### config.mk
export PLATFORM = sky130hd
export DESIGN_NAME = ddr_arbiter_flat
export DESIGN_NICKNAME = d
export VERILOG_FILES = /design/src/rtl/ddr_pkg.sv /design/src/rtl/ddr_arbiter_if.sv /design/src/rtl/ddr_refresh_timer.sv /design/src/rtl/ddr_arbiter.sv /design/src/flat_wrapper.sv
export SDC_FILE = /design/constraint.sdc
export NUM_CORES = 1
export LEC_CHECK = 0
export ABC_CLOCK_PERIOD_IN_PS = 2160
export CAP_MARGIN = 5
export CORE_MARGIN = 2
export CORE_UTILIZATION = 42
export DETAILED_ROUTE_END_ITERATION = 7
export PLACE_DENSITY_LB_ADDON = 0.1
export SLEW_MARGIN = 20
export SYNTH_ARGS = -nofsm -noshare
export SYNTH_HDL_FRONTEND = slang
export SYNTH_SLANG_ARGS = --single-unit
### constraint.sdc
create_clock -name clk133_p -period 2.16 [get_ports clk133_p]
set_clock_uncertainty 0.1 [all_clocks]
set_input_delay 0.648 -clock clk133_p [delete_from_list [all_inputs] [get_ports clk133_p]]
set_output_delay 0.648 -clock clk133_p [all_outputs]
set_load 0.01 [all_outputs]
### src/rtl/ddr_pkg.sv
// Shared types and constants for the DDR arbiter: FSM encoding, address layout, refresh interval.
package ddr_pkg;

  localparam int unsigned ROW_W  = 13;
  localparam int unsigned BANK_W = 2;
  localparam int unsigned COL_W  = 9;
  localparam int unsigned ADDR_W = ROW_W + BANK_W + COL_W;
  localparam int unsigned DATA_W = 32;

  // 7.8 us refresh interval at a 7.518 ns clock period, truncated to 1037 cycles
  localparam int unsigned CLK_PERIOD_PS = 7518;
  localparam int unsigned REFRESH_PS    = 7_800_000;
  localparam int unsigned REFRESH_CYC   = REFRESH_PS / CLK_PERIOD_PS;

  localparam int unsigned STARVE_LIMIT = 8;

  typedef enum logic [2:0] {
    ST_IDLE,
    ST_ISSUE,
    ST_WAIT,
    ST_REFRESH,
    ST_RWAIT
  } state_t;

  typedef struct packed {
    logic [ROW_W-1:0]  row;
    logic [BANK_W-1:0] bank;
    logic [COL_W-1:0]  col;
  } ddr_addr_t;

  typedef struct packed {
    logic              wr;
    ddr_addr_t         addr;
    logic [DATA_W-1:0] wdata;
  } ddr_cmd_t;

endpackage

### src/rtl/ddr_arbiter_if.sv
// Requester and DDR-side signals of the arbiter; grant counters present only with DDR_ARB_STATS_EN.
interface ddr_arbiter_if;
  import ddr_pkg::*;

  logic              req0, req1, wr0, wr1;
  logic [ADDR_W-1:0] addr0, addr1;
  logic [DATA_W-1:0] wdata0, wdata1;
  logic              gnt0, gnt1, done0, done1;
  logic [DATA_W-1:0] rdata;
  logic              ddrReq, ddrWrite, ddrRefresh;
  logic [ADDR_W-1:0] ddrAddr;
  logic [DATA_W-1:0] ddrWriteData;
  logic              ddrDone;
  logic [DATA_W-1:0] ddrReadData;
  logic              refreshLate;
`ifdef DDR_ARB_STATS_EN
  logic [15:0]       grantCnt0, grantCnt1;
`endif

  // Arbiter side
  modport slave (
    input  req0, req1, wr0, wr1, addr0, addr1, wdata0, wdata1, ddrDone, ddrReadData,
    output gnt0, gnt1, done0, done1, rdata, ddrReq, ddrWrite, ddrRefresh, ddrAddr,
           ddrWriteData, refreshLate
`ifdef DDR_ARB_STATS_EN
    , output grantCnt0, grantCnt1
`endif
  );

  // Requesters plus DDR controller side
  modport master (
    output req0, req1, wr0, wr1, addr0, addr1, wdata0, wdata1, ddrDone, ddrReadData,
    input  gnt0, gnt1, done0, done1, rdata, ddrReq, ddrWrite, ddrRefresh, ddrAddr,
           ddrWriteData, refreshLate
`ifdef DDR_ARB_STATS_EN
    , input grantCnt0, grantCnt1
`endif
  );

endinterface

### src/rtl/ddr_refresh_timer.sv
// Free-running refresh down-counter; raises a pending flag each interval and a sticky late flag
// when an interval expires with the previous refresh still pending.
module ddr_refresh_timer #(
  parameter int unsigned CYCLES = 1037
) (
  input  logic clk133_p,
  input  logic rst,
  input  logic i_clr,
  output logic o_pending,
  output logic o_late
);
  localparam int unsigned      CNT_W  = $clog2(CYCLES);
  localparam logic [CNT_W-1:0] RELOAD = CNT_W'(CYCLES - 1);

  logic [CNT_W-1:0] r_cnt;
  logic             r_pending;
  logic             r_late;

  // Expiry wins over a same-cycle clear so a fresh interval is never lost
  always_ff @(posedge clk133_p or negedge rst) begin
    if (!rst) begin
      r_cnt     <= RELOAD;
      r_pending <= 1'b0;
      r_late    <= 1'b0;
    end else if (r_cnt == '0) begin
      r_cnt     <= RELOAD;
      r_pending <= 1'b1;
      if (r_pending && !i_clr) r_late <= 1'b1;
    end else begin
      r_cnt <= r_cnt - CNT_W'(1);
      if (i_clr) r_pending <= 1'b0;
    end
  end

  assign o_pending = r_pending;
  assign o_late    = r_late;

endmodule

### src/rtl/ddr_arbiter.sv
// Two-port DDR arbiter with periodic auto-refresh, one single-word transaction in flight.
// Optional per-port saturating grant counters under DDR_ARB_STATS_EN.
module ddr_arbiter
  import ddr_pkg::*;
(
  input logic          clk133_p,
  input logic          rst,
  ddr_arbiter_if.slave arb_if
);
  localparam int unsigned         STARVE_W   = $clog2(STARVE_LIMIT + 1);
  localparam logic [STARVE_W-1:0] STARVE_MAX = STARVE_W'(STARVE_LIMIT);

  state_t              r_state;
  ddr_cmd_t            r_cmd;
  logic                r_owner;
  logic [STARVE_W-1:0] r_starve;
  logic                r_gnt0, r_gnt1, r_done0, r_done1;
  logic                r_ddr_req, r_ddr_refresh;
  logic [DATA_W-1:0]   r_rdata;

  logic     w_ref_pending, w_ref_late, w_ref_clr;
  logic     w_any_req, w_pick1, w_arbitrate;
  ddr_cmd_t w_cmd;

  assign w_any_req   = arb_if.req0 | arb_if.req1;
  assign w_pick1     = arb_if.req1 & (~arb_if.req0 | (r_starve == STARVE_MAX));
  assign w_arbitrate = (r_state == ST_IDLE) & ~w_ref_pending & w_any_req;
  assign w_ref_clr   = (r_state == ST_REFRESH);
  assign w_cmd       = w_pick1 ? ddr_cmd_t'({arb_if.wr1, arb_if.addr1, arb_if.wdata1})
                               : ddr_cmd_t'({arb_if.wr0, arb_if.addr0, arb_if.wdata0});

  ddr_refresh_timer #(.CYCLES(REFRESH_CYC)) u_refresh_timer (
    .clk133_p  (clk133_p),
    .rst       (rst),
    .i_clr     (w_ref_clr),
    .o_pending (w_ref_pending),
    .o_late    (w_ref_late)
  );

  // Strobes default low each cycle; refresh strobe is raised on the IDLE decision itself
  always_ff @(posedge clk133_p or negedge rst) begin
    if (!rst) begin
      r_state       <= ST_IDLE;
      r_cmd         <= '0;
      r_owner       <= 1'b0;
      r_gnt0        <= 1'b0;
      r_gnt1        <= 1'b0;
      r_done0       <= 1'b0;
      r_done1       <= 1'b0;
      r_ddr_req     <= 1'b0;
      r_ddr_refresh <= 1'b0;
      r_rdata       <= '0;
    end else begin
      r_gnt0        <= 1'b0;
      r_gnt1        <= 1'b0;
      r_done0       <= 1'b0;
      r_done1       <= 1'b0;
      r_ddr_req     <= 1'b0;
      r_ddr_refresh <= 1'b0;
      r_rdata       <= '0;
      case (r_state)
        ST_IDLE: begin
          if (w_ref_pending) begin
            r_state       <= ST_REFRESH;
            r_ddr_refresh <= 1'b1;
          end else if (w_any_req) begin
            r_state <= ST_ISSUE;
            r_owner <= w_pick1;
            r_cmd   <= w_cmd;
          end
        end
        ST_ISSUE: begin
          r_state   <= ST_WAIT;
          r_ddr_req <= 1'b1;
          r_gnt0    <= ~r_owner;
          r_gnt1    <= r_owner;
        end
        ST_WAIT: begin
          if (arb_if.ddrDone) begin
            r_state <= ST_IDLE;
            r_done0 <= ~r_owner;
            r_done1 <= r_owner;
            if (!r_cmd.wr) r_rdata <= arb_if.ddrReadData;
          end
        end
        ST_REFRESH: r_state <= ST_RWAIT;
        ST_RWAIT:   if (arb_if.ddrDone) r_state <= ST_IDLE;
        default:    r_state <= ST_IDLE;
      endcase
    end
  end

  // Consecutive port-0 wins while port 1 waits
  always_ff @(posedge clk133_p or negedge rst) begin
    if (!rst) begin
      r_starve <= '0;
    end else if (!arb_if.req1) begin
      r_starve <= '0;
    end else if (w_arbitrate) begin
      if (w_pick1)                   r_starve <= '0;
      else if (r_starve != STARVE_MAX) r_starve <= r_starve + STARVE_W'(1);
    end
  end

  assign arb_if.gnt0         = r_gnt0;
  assign arb_if.gnt1         = r_gnt1;
  assign arb_if.done0        = r_done0;
  assign arb_if.done1        = r_done1;
  assign arb_if.rdata        = r_rdata;
  assign arb_if.ddrReq       = r_ddr_req;
  assign arb_if.ddrWrite     = r_cmd.wr;
  assign arb_if.ddrAddr      = r_cmd.addr;
  assign arb_if.ddrWriteData = r_cmd.wdata;
  assign arb_if.ddrRefresh   = r_ddr_refresh;
  assign arb_if.refreshLate  = w_ref_late;

`ifdef DDR_ARB_STATS_EN
  logic [15:0] r_grant_cnt0, r_grant_cnt1;

  // Grants pulse on the ISSUE -> WAIT transition
  always_ff @(posedge clk133_p or negedge rst) begin
    if (!rst) begin
      r_grant_cnt0 <= '0;
      r_grant_cnt1 <= '0;
    end else if (r_state == ST_ISSUE) begin
      if (!r_owner && r_grant_cnt0 != 16'hFFFF) r_grant_cnt0 <= r_grant_cnt0 + 16'd1;
      if (r_owner && r_grant_cnt1 != 16'hFFFF)  r_grant_cnt1 <= r_grant_cnt1 + 16'd1;
    end
  end

  assign arb_if.grantCnt0 = r_grant_cnt0;
  assign arb_if.grantCnt1 = r_grant_cnt1;
`endif

endmodule
### src/flat_wrapper.sv
// flat-port wrapper written by rule: the top's interface ports become plain ports
module ddr_arbiter_flat import ddr_pkg::*;
  (clk133_p, rst, arb_if_req0, arb_if_req1, arb_if_wr0, arb_if_wr1, arb_if_addr0, arb_if_addr1, arb_if_wdata0, arb_if_wdata1, arb_if_ddrDone, arb_if_ddrReadData, arb_if_gnt0, arb_if_gnt1, arb_if_done0, arb_if_done1, arb_if_rdata, arb_if_ddrReq, arb_if_ddrWrite, arb_if_ddrRefresh, arb_if_ddrAddr, arb_if_ddrWriteData, arb_if_refreshLate);
  ddr_arbiter_if arb_if_i ();
  input logic clk133_p;
  input logic rst;
  input wire logic [$bits(arb_if_i.req0)-1:0] arb_if_req0;
  input wire logic [$bits(arb_if_i.req1)-1:0] arb_if_req1;
  input wire logic [$bits(arb_if_i.wr0)-1:0] arb_if_wr0;
  input wire logic [$bits(arb_if_i.wr1)-1:0] arb_if_wr1;
  input wire logic [$bits(arb_if_i.addr0)-1:0] arb_if_addr0;
  input wire logic [$bits(arb_if_i.addr1)-1:0] arb_if_addr1;
  input wire logic [$bits(arb_if_i.wdata0)-1:0] arb_if_wdata0;
  input wire logic [$bits(arb_if_i.wdata1)-1:0] arb_if_wdata1;
  input wire logic [$bits(arb_if_i.ddrDone)-1:0] arb_if_ddrDone;
  input wire logic [$bits(arb_if_i.ddrReadData)-1:0] arb_if_ddrReadData;
  output wire logic [$bits(arb_if_i.gnt0)-1:0] arb_if_gnt0;
  output wire logic [$bits(arb_if_i.gnt1)-1:0] arb_if_gnt1;
  output wire logic [$bits(arb_if_i.done0)-1:0] arb_if_done0;
  output wire logic [$bits(arb_if_i.done1)-1:0] arb_if_done1;
  output wire logic [$bits(arb_if_i.rdata)-1:0] arb_if_rdata;
  output wire logic [$bits(arb_if_i.ddrReq)-1:0] arb_if_ddrReq;
  output wire logic [$bits(arb_if_i.ddrWrite)-1:0] arb_if_ddrWrite;
  output wire logic [$bits(arb_if_i.ddrRefresh)-1:0] arb_if_ddrRefresh;
  output wire logic [$bits(arb_if_i.ddrAddr)-1:0] arb_if_ddrAddr;
  output wire logic [$bits(arb_if_i.ddrWriteData)-1:0] arb_if_ddrWriteData;
  output wire logic [$bits(arb_if_i.refreshLate)-1:0] arb_if_refreshLate;
  assign arb_if_i.req0 = arb_if_req0;
  assign arb_if_i.req1 = arb_if_req1;
  assign arb_if_i.wr0 = arb_if_wr0;
  assign arb_if_i.wr1 = arb_if_wr1;
  assign arb_if_i.addr0 = arb_if_addr0;
  assign arb_if_i.addr1 = arb_if_addr1;
  assign arb_if_i.wdata0 = arb_if_wdata0;
  assign arb_if_i.wdata1 = arb_if_wdata1;
  assign arb_if_i.ddrDone = arb_if_ddrDone;
  assign arb_if_i.ddrReadData = arb_if_ddrReadData;
  assign arb_if_gnt0 = arb_if_i.gnt0;
  assign arb_if_gnt1 = arb_if_i.gnt1;
  assign arb_if_done0 = arb_if_i.done0;
  assign arb_if_done1 = arb_if_i.done1;
  assign arb_if_rdata = arb_if_i.rdata;
  assign arb_if_ddrReq = arb_if_i.ddrReq;
  assign arb_if_ddrWrite = arb_if_i.ddrWrite;
  assign arb_if_ddrRefresh = arb_if_i.ddrRefresh;
  assign arb_if_ddrAddr = arb_if_i.ddrAddr;
  assign arb_if_ddrWriteData = arb_if_i.ddrWriteData;
  assign arb_if_refreshLate = arb_if_i.refreshLate;
  ddr_arbiter u_core (.clk133_p(clk133_p), .rst(rst), .arb_if(arb_if_i));
endmodule
==> flow_summary.yaml, run 1 <==
run_status:
  status: "completed"
clocking:
  cts_buffer_depth: 2
  insertion_delay_ps: 420
  cts_setup_buffers: 0
  cts_sinks: 116
  numCtsBuffers: 17
  clkTransAtPathRegs_ps: 60
  cts_max_level: 4
  cts_tree: "built"
  cts_root_buf: "clkbuf_16"
sta:
  rsz0062_at_grt: "false"
  worst_slew_pin_slew_ps: 384
  hold_ws_ps: 16.4
  fmax_mhz: 476
  worst_slack_ps: 60.1
  slew_viol_final: 0
  max-slew-margin-rel_pct: 74.4
  finalHoldViolCount: 0
  period_needed_ps: 2100
  finalCritPeriodShare_pct: 97.2
  setup_viol: 0
  setup_tns_ps: 0
global_route:
  antenna_found_initial: 0
  grt_max_degree: 65
  grt_overflow: 0
  grt_use_total_pct: 24.9
  grt_pass1_vias: 5265
  grt_pass1_wl_um: 27400
cells_and_area:
  drive_gt1_share_pct: 17.3
  multi_input_area_mm2: 0.00229
  fillers: 988
  layout_commonest_cell: "clkdlybuf4s50_1"
  area_delta_synth_final_pct: 62.1
  stdcell_count: 946
  final_cell_mix: "clkdlybuf4s50_1 (244), dfrtp_1 (113), a21oi_1 (63)"
  antennaDiodeCount: 0
  fin_nets: 916
  ff_latch_area_mm2: 0.00291
job:
  maxCapViolations: 0
floorplan:
  die-area_mm2: 0.0139
  die_w_um: 118
  die_h_um: 118
  start_util_pct: 43.0
  core_area_mm2: 0.0126
  ios: 247
  row_count: 41
detailed_routing:
  routed_wl_um: 16700
  post_drt_wl_per_cell_um: 17.6
  drcViolationCount: 0
  dr.pass1.iters: 4
  drtIter0Drc: 422
  vias_per_cell: 5.35
  num_vias: 5058
  antenna_left: 0
power_and_ir_drop:
  total_power_uw: 9920
  p_leak_uw: 0.00366
  power_density_mw_per_mm2: 1130
  peakVddDrop_v: 0.000652
placement:
  routabilityCongestion: 0.778
  dp_slack_ps: -168
  dp.final_hpwl_um: 11700
  io_buffers: 246
  placedCellCount: 914
synthesis:
  ys_types: 41
  netlist_instances: 519
  yosys_warnings: 0
  synth_seq_cells: 116
  synth.area.top_cells: "dfrtp_1 (52%), a21bo_2 (11%), a31oi_1 (7.0%)"
  synth_edf_count: 0
  syn_avg_cell_area_um2: 10.5
  ys.flop_type: "dfrtp_1"
  syn_area_mm2: 0.00543
  syn_nets: 674
  synth_largest_area_cell: "dfrtp_1"
  async_flop_share_pct: 100
  synth_top_area_share_pct: 52.1
  ys_seq_area_share_pct: 53.5
setup_path:
  slowest_delay_ps: 560
  critPathBufInv: 1
  cp_top_family: "buffers and inverters"
  cp_cell_sequence: "clkdlybuf4s50_1"
  critPathMaxFanout: 2
  arrival_ps: 1350
  cp-end-kind: "output pin"
  crit_slowest_cell: "clkdlybuf4s50_1"
  critical_path_class: "flip-flop to output pin"
  start_kind: "flip-flop"
  cp.required_ps: 1410
worst_hold_path:
  hp-class: "primary input to asynchronous set/reset pin"
==> final cells by class <==
class | instances | share of cell area [%]
repair buffers | 275 | 31.5
clock buffers | 22 | 5.50
multi-input cells | 345 | 26.0
well taps | 172 | 2.45
inverters | 6 | 0.256
flip-flops and latches | 116 | 33.0
clock inverters | 10 | 1.18
==> path summary, 6_finish.rpt <==
path,start,end,slack [ps],depth (start not counted)
setup reg to reg,u_core.r_starve[0],u_core.arb_if.ddrAddr[17],320,7
hold / removal,rst,u_core.u_refresh_timer.r_cnt[0],20,1
setup / recovery,u_core.arb_if.ddrWriteData[10],arb_if_ddrWriteData[10],60,1
max in group asynchronous,rst,u_core.arb_if.rdata[30],1340,2
min in group clk133_p,u_core.r_owner,u_core.arb_if.done0,330,1
hold reg to reg,u_core.r_owner,u_core.arb_if.done0,330,1
==> through the flow <==
| step | cell area [um2] | util, % |
|---|---|---|
| final | 8800 | 69.7 |
| after CTS | 8800 | 69.7 |
| after floorplan | 5430 | - |
| after global placement | 8210 | 65.1 |
| after global routing | 8800 | 69.7 |
| after detailed placement | 8210 | 65.1 |
==> routing by layer <==
layer  vias to the layer above  wire length, um  GRT usage, %
met4                         0              312          8.81
met3                        21             1480          9.84
met1                      2459             6400          28.9
met2                       208             8490          41.6
met5                         -                0             0
li1                       2370                -             -
==> worst register-to-register path, cell delays in order, from the launching register on <==
cell and delay (ps):
dfrtp_1 380, inv_1 80, ha_1 230, nand4b_1 230, buf_12 290, buf_4 210
nand3_1 80, a31oi_1 160
==> logic make-up after synthesis <==
kind of cell,Yosys count,share of synthesized area (%)
AOI/OAI and AO/OA,192,24.7
and+or+nand+nor,142,15.1
adders and majority gates,4,0.922
xor gates and xnor gates,3,0.484
DFF,116,53.5
buffers and inverters,58,4.40
muxes,4,0.830
==> flip-flops by register name, indices dropped and copies added (netlist names), 3 cells and up <==
name and count:
u_core.r_starve 4, u_core.arb_if.ddrAddr 24, u_core.u_refresh_timer.r_cnt 11, u_core.r_state 3, u_core.arb_if.ddrWriteData 32, u_core.arb_if.rdata 32
==> cells in the mapped netlist, drive strengths merged, types with 2 or more instances <==
cell,instances
nand4,3
nand3,59
and2,37
xnor2,2
o21ai,5
nand3b,2
nand2,11
mux2,4
dfrtp,113
nor4,3
a21oi,63
nor3b,2
a31oi,61
nand4b,3
nor2,6
buf,11
nor3,3
clkbuf,41
dfstp,3
ha,4
or2,3
inv,6
nor2b,3
a21bo,57
==> timing repair <==
item,in CTS,in global routing
resized for setup,1,0
hold buffers,0,0
setup endpoints to repair,1,0
==> where the power goes <==
group / leakage (uW) / internal (uW) / switching (uW)
Clock: 0.000299 / 1800 / 967
Sequential: 0.00141 / 2870 / 439
Combinational: 0.00195 / 2050 / 1790
Note: power is estimated with default switching activity, not from simulation.
==> inputs of run 2 (changes only) <==
==> constraint.sdc (replaced) <==
create_clock -name clk133_p -period 2.16 [get_ports clk133_p]
set_clock_uncertainty 0.1 [all_clocks]
set_input_delay 0.648 -clock clk133_p [delete_from_list [all_inputs] [get_ports clk133_p]]
set_output_delay 0.648 -clock clk133_p [all_outputs]
set_load 0.005 [all_outputs]
==> run 2 against run 1 <==
Utilization about the same. Setup slack got worse by 9.7 ps. Critical endpoint is now arb_if_ddrWrite. Clock-buffer cell count is the same. Largest power group unchanged. Largest cell class unchanged. Combinational power shrank 6.3%.
==> flow_summary.yaml, run 2 (synthesized netlist as in run 1, its figures left out) <==
clocking:
  cts_sinks: 116
  numCtsBuffers: 17
  cts_buffer_depth: 2
  holdBufCountCts: 0
  cts_tree: "built"
  clkTransAtPathRegs_ps: 60
  cts_root_buf: "clkbuf_16"
  insertion_delay_ps: 420
  cts_max_level: 4
  cts_resized: 0
  cts_setup_buffers: 0
global_route:
  grt_overflow: 0
  grt_max_degree: 65
  antenna_found_initial: 0
  grt_pass1_vias: 5265
  grt_use_total_pct: 24.9
  grt_pass1_wl_um: 27400
sta:
  setup_viol: 0
  period_needed_ps: 2110
  worst_slew_pin_slew_ps: 384
  finalHoldViolCount: 0
  worst_slack_ps: 50.4
  slew_viol_final: 0
  max-slew-margin-rel_pct: 74.4
  rsz0062_at_grt: "false"
  setup_tns_ps: 0
  finalCritPeriodShare_pct: 97.7
  fmax_mhz: 474
power_and_ir_drop:
  power_density_mw_per_mm2: 1100
  p_switching_uw: 2960
  intPower_uw: 6720
  power.share.sequential_pct: 34.2
  total_power_uw: 9680
  power_frac_clock_pct: 28.6
  power_frac_comb_pct: 37.2
  swShare_pct: 30.6
  p_leak_uw: 0.00366
  peakVddDrop_v: 0.000635
cells_and_area:
  drive_gt1_share_pct: 17.3
  fillers: 987
  area_delta_synth_final_pct: 62.1
  utilization_pct: 69.8
  layout_commonest_cell: "clkdlybuf4s50_1"
  final_cell_mix: "clkdlybuf4s50_1 (245), dfrtp_1 (113), a21oi_1 (63)"
  antennaDiodeCount: 0
  design_area_mm2: 0.00880
  fin_nets: 916
setup_path:
  critPathMaxFanout: 3
  r2r-start: "u_core.r_starve[0]"
  reg2reg_depth: 7
  critical_path_class: "flip-flop to output pin"
  arrival_ps: 1360
  cp.required_ps: 1410
  slowest_delay_ps: 560
  r2r_end: "u_core.arb_if.ddrAddr[17]"
  cp_top_family: "buffers and inverters"
  cp_cell_sequence: "clkdlybuf4s50_1"
  cp-end-kind: "output pin"
  critPathBufInv: 1
  r2r_slack_ps: 320
  start_kind: "flip-flop"
  crit_slowest_cell: "clkdlybuf4s50_1"
floorplan:
  die_h_um: 118
  die-area_mm2: 0.0139
  row_count: 41
  start_util_pct: 43.0
  die_w_um: 118
  core_area_mm2: 0.0126
  ios: 247
detailed_routing:
  drcViolationCount: 0
  post_drt_wl_per_cell_um: 17.6
  drtIter0Drc: 422
  dr.pass1.iters: 4
  antenna_left: 0
  vias_per_cell: 5.35
  num_vias: 5060
  routed_wl_um: 16700
job:
  maxCapViolations: 0
placement:
  routabilityCongestion: 0.778
  placed_area_mm2: 0.00821
  dp_slack_ps: -168
  dp.final_hpwl_um: 11700
  io_buffers: 246
worst_hold_path:
  hp-class: "primary input to asynchronous set/reset pin"
run_status:
  status: "completed"
==> run 2: cell count changes in the layout (fill, tap and decap cells not counted) <==
cell / before / now
clkdlybuf4s50_1: 244 / 245
dlygate4sd2_1: 1 / 0
==> run 2: final cells by class <==
class	instances	area, um2	area share (%)
timing repair buffer	275	2780	31.6
inverter	6	22.5	0.256
sequential	116	2910	33.0
tap	172	215	2.44
clock buffer	22	484	5.50
clock inverter	10	104	1.18
multi-input combinational	345	2290	26.0
==> run 2: worst max path at each step <==
stage | start | to | slack, ps | cells after the start
after detailed placement | arb_if_req1 | u_core.arb_if.ddrWriteData[7] | -170 | 6
after floorplan | arb_if_req0 | u_core.arb_if.ddrAddr[0] | 260 | 7
final | u_core.arb_if.ddrWrite | arb_if_ddrWrite | 50 | 1
after CTS | u_core.arb_if.ddrWrite | arb_if_ddrWrite | 20 | 1
after global routing | u_core.arb_if.ddrWrite | arb_if_ddrWrite | 20 | 1
after global placement | arb_if_req1 | u_core.arb_if.ddrWriteData[1] | -110 | 6
==> run 2: per-stage QoR <==
stage,hold slack [ps],cells
4_1_cts,5.83,946
3_3_place_gp,323,914
5_1_grt,20.9,946
2_1_floorplan,252,519
6_report,16.3,946
3_5_place_dp,330,914
==> run 2: metal layers <==
layer	vias up	wire, um	GRT usage, %
met2	215	8490	41.6
met3	21	1510	9.84
met5	-	0	0
li1	2370	-	-
met4	0	312	8.81
met1	2454	6370	28.9
==> run 2: power groups by stage <==
stage	Clock (uW)	Combinational [uW]	Sequential, uW
final	2770	3600	3310
after global routing	2930	3930	3390
after CTS	2830	3640	3310
after detailed placement	0	3640	3320
after global placement	0	3540	3300
after floorplan	0	1560	3260
